File: src/rtl/fifo_wr_arbiter.sv
// Round-robin write-side arbiter that lets NUM_REQ producers share one FIFO
// write port. Packet mode locks the FIFO to a producer until it marks its last word.
module fifo_wr_arbiter #(
    parameter int DATA_WIDTH = 8,
    parameter int NUM_REQ    = 4,
    localparam int PTR_W     = (NUM_REQ > 1) ? $clog2(NUM_REQ) : 1
) (
    input  logic                          clk,
    input  logic                          reset,
    input  logic [NUM_REQ-1:0]            req,
    input  logic [NUM_REQ-1:0]            last,
    input  logic [NUM_REQ*DATA_WIDTH-1:0] data,
    input  logic                          full,
    output logic [NUM_REQ-1:0]            gnt,
    output logic                          wr,
    output logic [DATA_WIDTH-1:0]         w_data,
    output logic                          locked,
    output logic [PTR_W-1:0]              owner
);

    typedef enum logic {
        IDLE   = 1'b0,
        LOCKED = 1'b1
    } state_t;

    localparam logic [PTR_W-1:0] LAST_IDX = PTR_W'(NUM_REQ - 1);

    state_t           st_q, st_d;
    logic [PTR_W-1:0] ptr_q, ptr_d;
    logic [PTR_W-1:0] owner_q, owner_d;

    logic [DATA_WIDTH-1:0] data_arr [NUM_REQ];
    logic [PTR_W-1:0]      win;
    logic [PTR_W-1:0]      cand;
    logic                  found;

    always_comb begin
        for (int i = 0; i < NUM_REQ; i++) begin
            data_arr[i] = data[i*DATA_WIDTH +: DATA_WIDTH];
        end
    end

    // NOTE: every signal written here gets a default first, so no path leaves
    // a value unassigned and no latch is inferred.
    always_comb begin
        win   = '0;
        found = 1'b0;
        cand  = ptr_q;
        if (!reset && !full) begin
            if (st_q == LOCKED) begin
                win   = owner_q;
                found = req[owner_q];
            end else begin
                // Walk ptr, ptr+1, ... with wrap; the first requester wins.
                for (int k = 0; k < NUM_REQ; k++) begin
                    if (!found && req[cand]) begin
                        found = 1'b1;
                        win   = cand;
                    end
                    cand = (cand == LAST_IDX) ? '0 : cand + 1'b1;
                end
            end
        end
    end

    always_comb begin
        gnt = '0;
        if (found) begin
            gnt[win] = 1'b1;
        end
        wr     = found;
        w_data = found ? data_arr[win] : '0;
    end

    always_comb begin
        st_d    = st_q;
        ptr_d   = ptr_q;
        owner_d = owner_q;
        if (found) begin
            owner_d = win;
            if (last[win]) begin
                st_d  = IDLE;
                ptr_d = (win == LAST_IDX) ? '0 : win + 1'b1;
            end else begin
                st_d  = LOCKED;
            end
        end
    end

    // NOTE: state registers use non-blocking assignments so every flop samples
    // the pre-edge values, independent of statement order.
    always_ff @(posedge clk) begin
        if (reset) begin
            st_q    <= IDLE;
            ptr_q   <= '0;
            owner_q <= '0;
        end else begin
            st_q    <= st_d;
            ptr_q   <= ptr_d;
            owner_q <= owner_d;
        end
    end

    assign locked = (st_q == LOCKED);
    assign owner  = owner_q;

endmodule
File: config.mk
export PLATFORM = sky130hd
export DESIGN_NAME = fifo_wr_arbiter
export DESIGN_NICKNAME = d
export VERILOG_FILES = /design/src/rtl/fifo_wr_arbiter.sv
export SDC_FILE = /design/constraint.sdc
export NUM_CORES = 1
export LEC_CHECK = 0
export CAP_MARGIN = 15
export CORE_UTILIZATION = 35
export CTS_CLUSTER_SIZE = 8
export DETAILED_ROUTE_END_ITERATION = 12
export PLACE_DENSITY_LB_ADDON = 0.15
export SKIP_CTS_REPAIR_TIMING = 1
export SLEW_MARGIN = 20
export SYNTH_ARGS = -nofsm -noshare
export SYNTH_HDL_FRONTEND = slang
export SYNTH_SLANG_ARGS = --single-unit
File: constraint.sdc
create_clock -name clk -period 3.4 [get_ports clk]
set_clock_uncertainty 0.2 [all_clocks]
set_input_delay 0.34 -clock clk [delete_from_list [all_inputs] [get_ports clk]]
set_output_delay 0.34 -clock clk [all_outputs]
set_load 0.01 [all_outputs]
==> metrics.md <==
| Metric | Value |
|---|---|
| Status | complete, but fails checks |
| Violated checks | setup timing |
| Synth Area in Adders | 0.0601 |
| Crit-path max cell delay | 0.56 ns |
| Syn nets | 171 |
| Starting Density | 0.374 |
| CP required | 2.86 ns |
| Clk slew on worst S/H paths | 0.04 ns |
| Vias/cell | 5.63 |
| Sum of negative setup slack | -0.680 ns |
| Vias in the first global route | 1220 |
| Top-area cell type share of the netlist area | 0.240 |
| RD Place Congestion | 0.850 |
| EDFF count, synth | 0 |
| Skew-Pair Late Insertion Delay | 0.24 ns |
| Initial antenna violation count | 0 |
| CP max-delay cell | mux4_2 |
| H-tree depth | 1 |
| PwrDens | 194 mW/mm² |
| Hold Vio Cnt, Final | 0 |
| Largest family of logic cells by synthesized area | multiplexers |
| Net count, final | 267 |
| Seq/Total Area, Yosys | 0.0962 |
| Achievable Freq | 284 MHz |
| Post-Synth XOR/XNOR Area | 0.00841 |
| CTS Sinks | 5 |
| Slew Viols, Final | 0 |
| Critical path's top delay family | buffers and inverters |
| Mux share of post-synthesis cell area | 0.316 |
| Worst slew margin | 0.754 |
| Core Box Area | 0.00278 mm² |
| Antenna Cells | 0 |
| 1st-iter DRT viols | 88 |
| Synth Area in Compound Gates | 0.239 |
| Critical Path Most Common Cell | buf_6 |
| Crit path time final | 3.53 ns |
| Yosys cell types | 41 |
| Ranking of synthesized cells by area | mux2i_1 24%, dfxtp_1 9.6%, mux4_2 6.5% |
| Leak pwr | 1.01 nW |
| Post-layout util | 0.778 |
| Global route overflow | 0 |
| Drt pass-1 iters | 4 |
| Root Buffer Master | clkbuf_4 |
| Die width | 56.5 µm |
| Post-Syn Area | 0.00104 mm² |
| Row cnt | 19 |
| Routed wire per std cell | 16.7 µm |
| Die area | 0.00320 mm² |
| Detailed Route WL | 4160 µm |
| Max-cap violations | 0 |
| Ports | 59 |
| CP Cell Sequence | buf_6 > buf_12 > mux4_2 > buf_4 > o41a_1 > a21oi_4 > buf_6 > buf_8 > mux2i_1 > o22ai_1 > buf_2 |
| Commonest cells in the netlist | 25 x mux2i_1, 9 x nor2_1, 9 x o22ai_1 |
| Layout cells sized above 1 | 0.408 |
| CP Capture Type | primary output |
| Crit path DAT | 2.99 ns |
| Post-DP HPWL | 2710 µm |
| Crit path max fanout | 8 |
| Syn Area/Cell | 8.46 µm² |
| HP Class | flop to flop |
| Count leader, synth | mux2i_1 |
| Area Overhead vs Synth | 108% |
| Via count | 1401 |
| Crit path launch type | flop |
| Num CTS Buffers | 3 |
| WP buf/inv | 6 |
| Clk buf depth | 2 |
| Synth warn | 0 |
| Routed Antenna Nets | 0 |
| Maximum VDD drop | 224 µV |
| Flops & latches, synth | 5 |
| Die Y-Extent | 56.5 µm |
| First-pass GRT wire length | 5200 µm |
| Gr usage total | 0.202 |
| Top_reg_cell synth | dfxtp_1 |
| IO Port Bufs | 58 |
| Fin crit share | 1.04 |
| # DRC | 0 |
| Worst Setup Slack, final | -0.125 ns |
| Post-Synthesis Cells | 123 |
| CTS tree | yes |
| Worst slew pin tran | 0.365 ns |
| Post-synth top area cell | mux2i_1 |
| Largest net degree at the start of global routing | 14 |
| Ys async rst share | 0 |
| WS Path Type | flop to primary output |
| Final Setup Violations | 9 |
| Simple-gate portion of the synthesized area | 0.203 |
| RSZ-0062 raised after global routing | yes |
[flip-flops by register name, indices dropped and copies added, names as in the netlist]
signal / flops
owner: 2
ptr_q: 2
locked: 1
[tightest hold or removal path, cell delays in order, from the launching register on]
cell and delay [ns]:
dfxtp_1 0.34, mux2i_1 0.14, nor2_1 0.06
[report_power, final]
part,internal (W),switching (W),total (W)
clock,0.0000442,0.0000226,0.0000668
combinational,0.000165,0.000121,0.000286
sequential,0.0000624,0.00000441,0.0000668
total,0.000272,0.000148,0.000419
[metal layers]
metal  routed length (µm)  global-route usage  up-vias
met1                 1620               0.237      656
li1                     -                   -      663
met3                  304              0.0392        8
met4                   47              0.0557        0
met2                 2180               0.368       74
met5                    0                   0        -
[final timing paths]
check                                            from                    end  slack (ns)  depth (start not counted)
worst min-delay path            owner[1]$_SDFFE_PP0P_  owner[1]$_SDFFE_PP0P_        0.39                          2
worst max-delay path            ptr_q[0]$_SDFFE_PP0P_              w_data[0]       -0.13                         11
worst max register to register  ptr_q[0]$_SDFFE_PP0P_    locked$_SDFFE_PP0P_        0.11                         12
worst min register to register  owner[1]$_SDFFE_PP0P_  owner[1]$_SDFFE_PP0P_        0.39                          2
[cell usage in the layout, fill, tap and decap left out, types with 4 or more instances in the layout]
master,synthesis,layout
a21oi_1,5,4
buf_2,4,6
buf_4,2,34
buf_6,1,9
clkdlybuf4s50_1,0,42
dlymetal6s2s_1,0,4
inv_1,4,4
mux2i_1,25,21
nor2_1,9,9
nor3_1,6,5
o21ai_0,6,6
o22ai_1,9,8
[final cells by class]
type | count | area, µm²
Timing Repair Buffer | 102 | 952
Inverter | 5 | 26.3
Fill cell | 186 | 617
Clock buffer | 4 | 26.3
Multi-Input combinational cell | 102 | 1020
Sequential cell | 5 | 103
Tap cell | 31 | 38.8
[kinds of logic (layout without fill, tap and decap cells)]
group / count (synthesis) / after routing
buffers and inverters: 16 / 111
XOR/XNOR: 1 / 1
AO/OA/AOI/OAI: 32 / 32
AND/OR/NAND/NOR: 35 / 35
multiplexers: 29 / 29
adder cells (fa/ha/maj): 5 / 5
flip-flops: 5 / 5
[metrics by stage]
stage / instances / power, W / setup slack (ns) / hold WS [ns] / cell area, µm²
global placement: 233 / 0.000293 / -0.506 / 0.344 / 1840
floorplan: 123 / 0.000178 / 0.0708 / 0.349 / 1040
detailed placement: 233 / 0.000297 / -0.538 / 0.354 / 1840
global route: 249 / 0.000442 / -0.243 / 0.463 / 2160
finish: 249 / 0.000419 / -0.125 / 0.388 / 2160
CTS: 237 / 0.000367 / -0.671 / 0.358 / 1870
Power figures use the tool's default switching activity.
